`src/rtl/dbf_pkg.sv`:
```
// dbf_pkg: shared definitions for the DBF firing-cycle sequencer and channel bank.
// Holds the sequencer state encoding and the default address/counter widths,
// which must stay aligned with the channel-side ADDR_WD.
package dbf_pkg;

  // Delay LUT address width, shared with every dbf_chNN instance.
  localparam int DBF_ADDR_WD = 6;
  // Width of the TX/DEAD window and zone-length counters.
  localparam int DBF_CNT_WD  = 16;

  // Firing-cycle FSM states; the encoding is fixed so debug taps stay stable.
  typedef enum logic [2:0] {
    ST_IDLE = 3'd0,
    ST_TX   = 3'd1,
    ST_DEAD = 3'd2,
    ST_RX   = 3'd3,
    ST_FIN  = 3'd4
  } dbf_seq_state_e;

endpackage

```
`src/rtl/dbf_seq_cnt.sv`:
```
// dbf_seq_cnt: loadable down-counter with a zero flag.
// A load takes priority over a decrement, and the count saturates at zero,
// so the zero flag stays valid for the cycle the FSM acts on it.
module dbf_seq_cnt #(
  parameter int W = 16
) (
  input  logic         clk,
  input  logic         rst_n,
  input  logic         i_load,
  input  logic [W-1:0] i_load_val,
  input  logic         i_dec,
  output logic         o_zero
);

  logic [W-1:0] r_cnt;

  // Count register: synchronous reset, load, then saturating decrement.
  always_ff @(posedge clk) begin
    if (!rst_n) begin
      r_cnt <= '0;
    end else if (i_load) begin
      r_cnt <= i_load_val;
    end else if (i_dec && (r_cnt != '0)) begin
      r_cnt <= r_cnt - W'(1);
    end else begin
      r_cnt <= r_cnt;
    end
  end

  assign o_zero = (r_cnt == '0);

endmodule

```
`src/rtl/dbf_rx_sequencer.sv`:
```
// dbf_rx_sequencer: firing-cycle controller for the DBF channel array.
// Sequence per trigger: TX window, dead time, RX with one delay-LUT update
// per focal zone, then a one-cycle done pulse. All outputs are registered.
// Optional feature macro: DBF_SEQ_ABORT_EN adds the 'abort' input, which
// cuts a running firing short and jumps to FIN.
module dbf_rx_sequencer
  import dbf_pkg::*;
#(
  parameter int ADDR_WD = DBF_ADDR_WD,
  parameter int CNT_WD  = DBF_CNT_WD
) (
  input  logic               clk,
  input  logic               rst_n,
  input  logic               trig,
  input  logic [CNT_WD-1:0]  tx_len,
  input  logic [CNT_WD-1:0]  dead_len,
  input  logic [CNT_WD-1:0]  zone_len,
  input  logic [ADDR_WD-1:0] num_zones,
`ifdef DBF_SEQ_ABORT_EN
  input  logic               abort,
`endif
  output logic               tx_en,
  output logic               start,
  output logic [ADDR_WD-1:0] dbf_lut_addr,
  output logic               dbf_lut_we,
  output logic               busy,
  output logic               done
);

  dbf_seq_state_e     r_state;

  // Shadow copies of the configuration, frozen for the whole firing.
  logic [CNT_WD-1:0]  r_dead_len;
  logic [CNT_WD-1:0]  r_zone_ld;
  logic [ADDR_WD-1:0] r_num_zones;

  logic               r_tx_en;
  logic               r_start;
  logic [ADDR_WD-1:0] r_addr;
  logic               r_we;
  logic               r_busy;
  logic               r_done;

  logic               w_abort;
  logic               w_win_zero;
  logic               w_zone_zero;
  logic               w_win_load;
  logic [CNT_WD-1:0]  w_win_val;
  logic               w_win_dec;
  logic               w_zone_load;
  logic               w_zone_dec;

`ifdef DBF_SEQ_ABORT_EN
  assign w_abort = abort;
`else
  assign w_abort = 1'b0;
`endif

  // Counter control: which window/zone reload happens on this edge.
  always_comb begin
    w_win_load  = 1'b0;
    w_win_val   = '0;
    w_zone_load = 1'b0;
    w_win_dec   = (r_state == ST_TX) || (r_state == ST_DEAD);
    w_zone_dec  = (r_state == ST_RX);
    case (r_state)
      ST_IDLE: begin
        if (trig) begin
          w_win_load = 1'b1;
          w_win_val  = (tx_len == '0) ? '0 : (tx_len - CNT_WD'(1));
        end else begin
          w_win_load = 1'b0;
        end
      end
      ST_TX: begin
        if (w_win_zero && (r_dead_len != '0)) begin
          w_win_load = 1'b1;
          w_win_val  = r_dead_len - CNT_WD'(1);
        end else if (w_win_zero) begin
          w_zone_load = 1'b1;
        end else begin
          w_win_load = 1'b0;
        end
      end
      ST_DEAD: begin
        if (w_win_zero) begin
          w_zone_load = 1'b1;
        end else begin
          w_zone_load = 1'b0;
        end
      end
      ST_RX: begin
        if (w_zone_zero && (r_addr < r_num_zones)) begin
          w_zone_load = 1'b1;
        end else begin
          w_zone_load = 1'b0;
        end
      end
      default: begin
        w_win_load  = 1'b0;
        w_zone_load = 1'b0;
      end
    endcase
  end

  dbf_seq_cnt #(.W(CNT_WD)) u_win_cnt (
    .clk        (clk),
    .rst_n      (rst_n),
    .i_load     (w_win_load),
    .i_load_val (w_win_val),
    .i_dec      (w_win_dec),
    .o_zero     (w_win_zero)
  );

  dbf_seq_cnt #(.W(CNT_WD)) u_zone_cnt (
    .clk        (clk),
    .rst_n      (rst_n),
    .i_load     (w_zone_load),
    .i_load_val (r_zone_ld),
    .i_dec      (w_zone_dec),
    .o_zero     (w_zone_zero)
  );

  // Firing FSM with shadow capture and registered channel-facing outputs.
  always_ff @(posedge clk) begin
    if (!rst_n) begin
      r_state     <= ST_IDLE;
      r_dead_len  <= '0;
      r_zone_ld   <= '0;
      r_num_zones <= '0;
      r_tx_en     <= 1'b0;
      r_start     <= 1'b0;
      r_addr      <= '0;
      r_we        <= 1'b0;
      r_busy      <= 1'b0;
      r_done      <= 1'b0;
    end else begin
      r_we   <= 1'b0;
      r_done <= 1'b0;
      case (r_state)
        ST_IDLE: begin
          if (trig) begin
            r_dead_len  <= dead_len;
            r_zone_ld   <= (zone_len == '0) ? '0 : (zone_len - CNT_WD'(1));
            r_num_zones <= num_zones;
            r_tx_en     <= 1'b1;
            r_busy      <= 1'b1;
            r_state     <= ST_TX;
          end else begin
            r_state <= ST_IDLE;
          end
        end
        ST_TX: begin
          if (w_abort) begin
            r_tx_en <= 1'b0;
            r_done  <= 1'b1;
            r_state <= ST_FIN;
          end else if (w_win_zero && (r_dead_len != '0)) begin
            r_tx_en <= 1'b0;
            r_state <= ST_DEAD;
          end else if (w_win_zero) begin
            // Zero dead time: first RX cycle directly follows TX.
            r_tx_en <= 1'b0;
            r_start <= 1'b1;
            r_we    <= 1'b1;
            r_addr  <= '0;
            r_state <= ST_RX;
          end else begin
            r_state <= ST_TX;
          end
        end
        ST_DEAD: begin
          if (w_abort) begin
            r_done  <= 1'b1;
            r_state <= ST_FIN;
          end else if (w_win_zero) begin
            r_start <= 1'b1;
            r_we    <= 1'b1;
            r_addr  <= '0;
            r_state <= ST_RX;
          end else begin
            r_state <= ST_DEAD;
          end
        end
        ST_RX: begin
          if (w_abort) begin
            r_start <= 1'b0;
            r_done  <= 1'b1;
            r_state <= ST_FIN;
          end else if (w_zone_zero && (r_addr < r_num_zones)) begin
            // Next focal zone; compare-before-increment means no wrap.
            r_addr  <= r_addr + ADDR_WD'(1);
            r_we    <= 1'b1;
            r_state <= ST_RX;
          end else if (w_zone_zero) begin
            r_start <= 1'b0;
            r_done  <= 1'b1;
            r_state <= ST_FIN;
          end else begin
            r_state <= ST_RX;
          end
        end
        ST_FIN: begin
          r_busy  <= 1'b0;
          r_state <= ST_IDLE;
        end
        default: begin
          r_tx_en <= 1'b0;
          r_start <= 1'b0;
          r_busy  <= 1'b0;
          r_state <= ST_IDLE;
        end
      endcase
    end
  end

  assign tx_en        = r_tx_en;
  assign start        = r_start;
  assign dbf_lut_addr = r_addr;
  assign dbf_lut_we   = r_we;
  assign busy         = r_busy;
  assign done         = r_done;

endmodule

```
`config.mk`:
```
export PLATFORM = sky130hd
export DESIGN_NAME = dbf_rx_sequencer
export DESIGN_NICKNAME = d
export VERILOG_FILES = /design/src/rtl/dbf_pkg.sv /design/src/rtl/dbf_seq_cnt.sv /design/src/rtl/dbf_rx_sequencer.sv
export SDC_FILE = /design/constraint.sdc
export NUM_CORES = 1
export LEC_CHECK = 0
export CAP_MARGIN = 20
export CORE_MARGIN = 2
export CORE_UTILIZATION = 35
export CTS_BUF_LIST = sky130_fd_sc_hd__clkbuf_2
export DETAILED_ROUTE_END_ITERATION = 7
export GPL_ROUTABILITY_DRIVEN = 0
export SLEW_MARGIN = 20
export SYNTH_ARGS = -nofsm -noshare
export SYNTH_HDL_FRONTEND = slang
export SYNTH_SLANG_ARGS = --single-unit
```
`constraint.sdc`:
```
create_clock -name clk -period 5.3 [get_ports clk]
set_input_delay 0.795 -clock clk [delete_from_list [all_inputs] [get_ports clk]]
set_output_delay 0.795 -clock clk [all_outputs]
set_load 0.05 [all_outputs]
```
Yosys cells after proc, flatten, opt, wreduce, memory -nomap -nowiden. Cells that the tools add are included. W data, S select, Z words.

Register bits: 84. Input bits: 57. Logic and storage cells: 97.

$add $sub $neg: 6. Magnitude comparators: 1. Equal/unequal tests: 10. Mux-type cells: 38. Bitwise operators: 5. Reduce and logical (&&, ||, !) cells: 25.

Operator list (count): $mux W16 (8); $sub A16 B1 Y16 const B (5); $logic_not A16 Y1 (4); $reduce_bool A16 Y1 (3); $pmux W16 S2 (1); $mux W6 (3); $pmux W6 S3 (1); $mux W1 (15); $pmux W3 S4 (1); $ne A2 B2 Y1 const B (5); $reduce_or A3 Y1 (3); $add A6 B1 Y6 const B (1); $eq A3 B2 Y1 const B (2); $lt A6 B6 Y1 (1); $mux W3 (2); $pmux W1 S3 (2); $reduce_and A3 Y1 (2); $not A1 Y1 (5); $logic_and A1 B1 Y1 (4); $mux W2 (2); $pmux W1 S2 (2); $pmux W1 S4 (1); $reduce_and A2 Y1 (2); $reduce_and A4 Y1 (1); other kinds (8) (9).

Longest topological paths before layout.
Depth after elaboration: 5. Gate-level depth with buffers: 9.

By module. From an unflattened synthesis, not the netlist that was laid out.

Cells, all modules: 652. Area total of the unflattened synthesis: 5067.4 µm².

Modules (own cells, without submodules): dbf_rx_sequencer (times used 1, cells each 406, area each 3113.0 µm², sequential area each 1041.0 µm²); dbf_seq_cnt (times used 2, cells each 123, area each 977.2 µm², sequential area each 320.3 µm²).

Worst setup path before layout. Ideal clock, no wire load.

Path type: in2reg. Start: in zone_len[7]. End: reg r_zone_ld[14]. Setup time: 0.091 ns. Arrival: 2.619 ns. Setup slack: 2.590 ns. Cell stages on the path: 4. Buffers on the path: 0. Path through: or4_1 -> or4_1 -> or4_1 -> a311oi_1.

Longest elaborated chain between the ends: 2.

Ends and longest elaborated chain: start, declared (line dbf_rx_sequencer.sv:17) `input logic [CNT_WD-1:0] zone_len,`; $sub A16 B1 Y16 / $logic_not A16 Y1 (equally long branches) (line dbf_rx_sequencer.sv:144) `r_zone_ld <= (zone_len == '0) ? '0 : (zone_len - CNT_WD'(1));`; $mux W16 * (line dbf_rx_sequencer.sv:144); end signal, assigned (line dbf_rx_sequencer.sv:144); end, declared (line dbf_rx_sequencer.sv:34) `logic [CNT_WD-1:0] r_zone_ld;`.

Every way passes the cells marked *; elsewhere a longest branch is shown, timed or not. A chain may end at the register's enable or synchronous reset.

Final worst setup path.
Start: reg u_win_cnt.r_cnt[0]. End: reg r_addr[5], in the netlist dbf_lut_addr[5].

Longest elaborated chain between the ends: 4.

Ends and longest elaborated chain: start, declared (line dbf_seq_cnt.sv:15) `logic [W-1:0] r_cnt;`; start signal, assigned (line dbf_seq_cnt.sv:22) `r_cnt <= i_load_val;`; start signal, assigned (line dbf_seq_cnt.sv:24) `r_cnt <= r_cnt - W'(1);`; start signal, assigned (line dbf_seq_cnt.sv:26) `r_cnt <= r_cnt;`; $logic_not A16 Y1 * (line dbf_seq_cnt.sv:30) `assign o_zero = (r_cnt == '0);`; $mux W6 / $logic_and A1 B1 Y1 (equally long branches); $mux W6 / $ne A2 B2 Y1 (equally long branches); $pmux W6 S3 / $reduce_and A3 Y1 (equally long branches); end signal, assigned (line dbf_rx_sequencer.sv:192) `r_addr <= r_addr + ADDR_WD'(1);`; end, declared (line dbf_rx_sequencer.sv:39) `logic [ADDR_WD-1:0] r_addr;`.

Every way passes the cells marked *; elsewhere a longest branch is shown, timed or not. The select of a mux whose other input is x is not followed.

==> results_dict.tcl <==
set metrics [dict create \
    die_area_sq_um 15140 \
    die_h_um 123.0 \
    setup_viol 0 \
    synth_nets 712 \
    hp-start "r_zone_ld[4]" \
    leakagePower_nw 2.029 \
    grt_pass1_vias 4762 \
    final_antenna_net_count 0 \
    vias_per_cell 5.627 \
    rows 43 \
    yosys_register_bits 84 \
    clock_skew_ps 23.54 \
    critPathMaxStageDelay_ps 580 \
    ys_warn_count 0 \
    grt_pass1_wl_mm 22.92 \
    rsz0062_at_grt "false" \
    finalCritPeriodShare 0.6182 \
    hold_viol_final 0 \
    fin_crit_ps 3276 \
    routed_wl_mm 14.27 \
    cts_buffer_depth 2 \
    dp_hpwl_mm 10.37 \
    cts-root-buf "clkbuf_2" \
    synth.distinct_cells 66 \
    io_pins 68 \
    cts_sinks 84 \
    critPathLaunchType "register" \
    path_buf_inv 1 \
    cap_violations 0 \
    synthFlopType "dfxtp_1" \
    grt_max_degree 57 \
    start_util 0.3572 \
    required_ps 5830 \
    power_density_nw_per_um2 306.9 \
    drc 0 \
    synth.top_cell.area_share 0.3391 \
    critical_path_class "register to register" \
    drv_slew 0 \
    mostFrequentLayoutCells "97 x nand2_1, 84 x dfxtp_1, 67 x clkdlybuf4s50_1" \
    worst_pin_slew_ps 925.5 \
    synth_edf_count 0 \
    gr-total-overflow 0 \
    hold_buffers 0 \
    detailedPlace.worstSlack_ps 1752 \
    cp_slowest_cell "nor3b_1" \
    area_growth_pct 18.82 \
    synthCells 643 \
    utilization 0.4245 \
    holdCritPathClass "register to register" \
    synth_area_leaders "dfxtp_1 34%, nand2_1 7.3%, a21oi_1 6.3%" \
    final_common_cell "nand2_1" \
    path_clk_slew_ps 230 \
    ir_drop_mv 0.1309 \
    critPathLaunch "u_win_cnt.r_cnt[0]" \
    via_count 4957 \
    run_status "completed" \
    ff_latch_area_sq_um 1682 \
    cts-resized-gates 0 \
    grt.total_usage 0.1910 \
    crit_arrival_ps 3810 \
    max_slew_margin 0.3807 \
    reg2reg_from "u_win_cnt.r_cnt[0]" \
    fill_cells 1414 \
    critical_path.top_delay_family "simple AND/OR/NAND/NOR gates" \
    core-area_sq_um 13880 \
    port_buffers 67 \
    multi_input_area_sq_um 3107 \
    clkLatencyLatePin_ps 590 \
    htree_levels 3 \
    numCtsBuffers 9 \
    cts_tree "done" \
    wl_per_cell_um 16.20 \
    cts_setup_buffers 0 \
    async_flop_share 0 \
    netlist_area_sq_um 4959 \
    drive_above_1_share 0.04850 \
    fmax_ghz 0.3052 \
    synth.avg_cell_area_sq_um 7.712 \
    nets 765 \
    setup_tns_ps 0 \
    die_w_um 123.0 \
    antenna_found_initial 0 \
    path_max_fanout 24 \
    antenna_cells 0 \
    dr.pass1.iters 4 \
    cp-end-kind "register" \
    crit_chain "inv_1 > ha_1 > nor3b_1 > nand3_1 > nor3_1 > o221ai_4 > or4_1 > o22ai_1" \
    dr.first_iter.drc_count 304 \
    setup_ws_ps 2024 \
    ys_seq_area_frac 0.3391 \
    yosysTopAreaCell "dfxtp_1" \
]
-- power by group --
group	leakage (nW)	switching (mW)	internal, mW
clock network	0.0683	0.243	0.110
registers	0.686	0.0760	0.697
logic	1.27	0.413	0.269
-- cells in the mapped netlist (3+ instances only) --
cell / instances
a222oi_1: 4
nand3_1: 27
o2111ai_1: 4
nor4_1: 15
or4_1: 9
o211ai_1: 8
dfxtp_1: 84
nand2b_1: 5
o22ai_1: 10
nor4b_1: 3
or3_1: 9
nand4_1: 6
clkbuf_1: 20
and2_1: 6
a21oi_1: 62
o21a_1: 8
inv_1: 21
nand2_1: 97
o21ai_0: 31
xor2_1: 17
o31a_1: 3
nor2_1: 53
nand4b_1: 3
xnor2_1: 29
o221a_2: 3
nor2b_1: 5
ha_1: 12
a31oi_1: 5
nor3_1: 27
mux2i_1: 4
buf_2: 5
-- stage by stage --
| step | instance area [sq um] | power, mW | hold slack (ps) | std cells |
|---|---|---|---|---|
| 4_1_cts | 5876 | 1.805 | 477.2 | 881 |
| 5_1_grt | 5892 | 1.917 | 491.3 | 881 |
| 3_3_place_gp | 5762 | 1.435 | 444.7 | 865 |
| 6_report | 5892 | 1.808 | 475.4 | 881 |
| 3_5_place_dp | 5762 | 1.452 | 446.8 | 865 |
| 2_1_floorplan | 4959 | 1.247 | 415.8 | 643 |
-- routing by layer --
layer | vias to the layer above | track usage | routed length (um)
li1 | 2447 | - | -
met1 | 2365 | 0.2298 | 6299
met2 | 123 | 0.3408 | 7093
met3 | 22 | 0.03413 | 561
met4 | 0 | 0.06676 | 319
met5 | - | 0 | 0
-- cells by family after synthesis --
logic type               count (synthesis)  synth area share
XOR/XNOR                                46           0.08125
multiplexers                             4          0.008075
AO/OA/AOI/OAI                          166            0.2178
adder cells (fa/ha/maj)                 12           0.03028
AND/OR/NAND/NOR                        283            0.2859
buffers and inverters                   48           0.03760
flip-flops                              84            0.3391
-- worst paths after layout --
| path | to | slack [ps] | cells after the start |
|---|---|---|---|
| worst min register to register | r_zone_ld[4] | 480 | 2 |
| worst min-delay path | r_zone_ld[4] | 480 | 2 |
| worst max-delay path | dbf_lut_addr[5] | 2020 | 8 |
| worst max register to register | dbf_lut_addr[5] | 2020 | 8 |
-- final cells by class --
class                           instances  area share
Timing Repair Buffer                   69      0.1164
Sequential cell                        84      0.2854
Clock inverter                          6     0.01083
Multi-Input combinational cell        511      0.5273
Inverter                               21     0.01338
Tap cell                              180     0.03822
Clock buffer                           10    0.008494
-- registers in the layout, summed over array words and instances (netlist names) --
register / count
r_dead_len: 16
r_zone_ld: 16
u_win_cnt.r_cnt: 16
u_zone_cnt.r_cnt: 16
dbf_lut_addr: 6
r_num_zones: 6
r_state: 3
busy: 1
dbf_lut_we: 1
done: 1
start: 1
tx_en: 1
-- tightest hold or removal path, cell delays in order (launching register included) --
cell,delay (ps)
dfxtp_1,360
nand2_1,40
o21ai_0,60
Note: power is estimated with default switching activity, not from simulation.
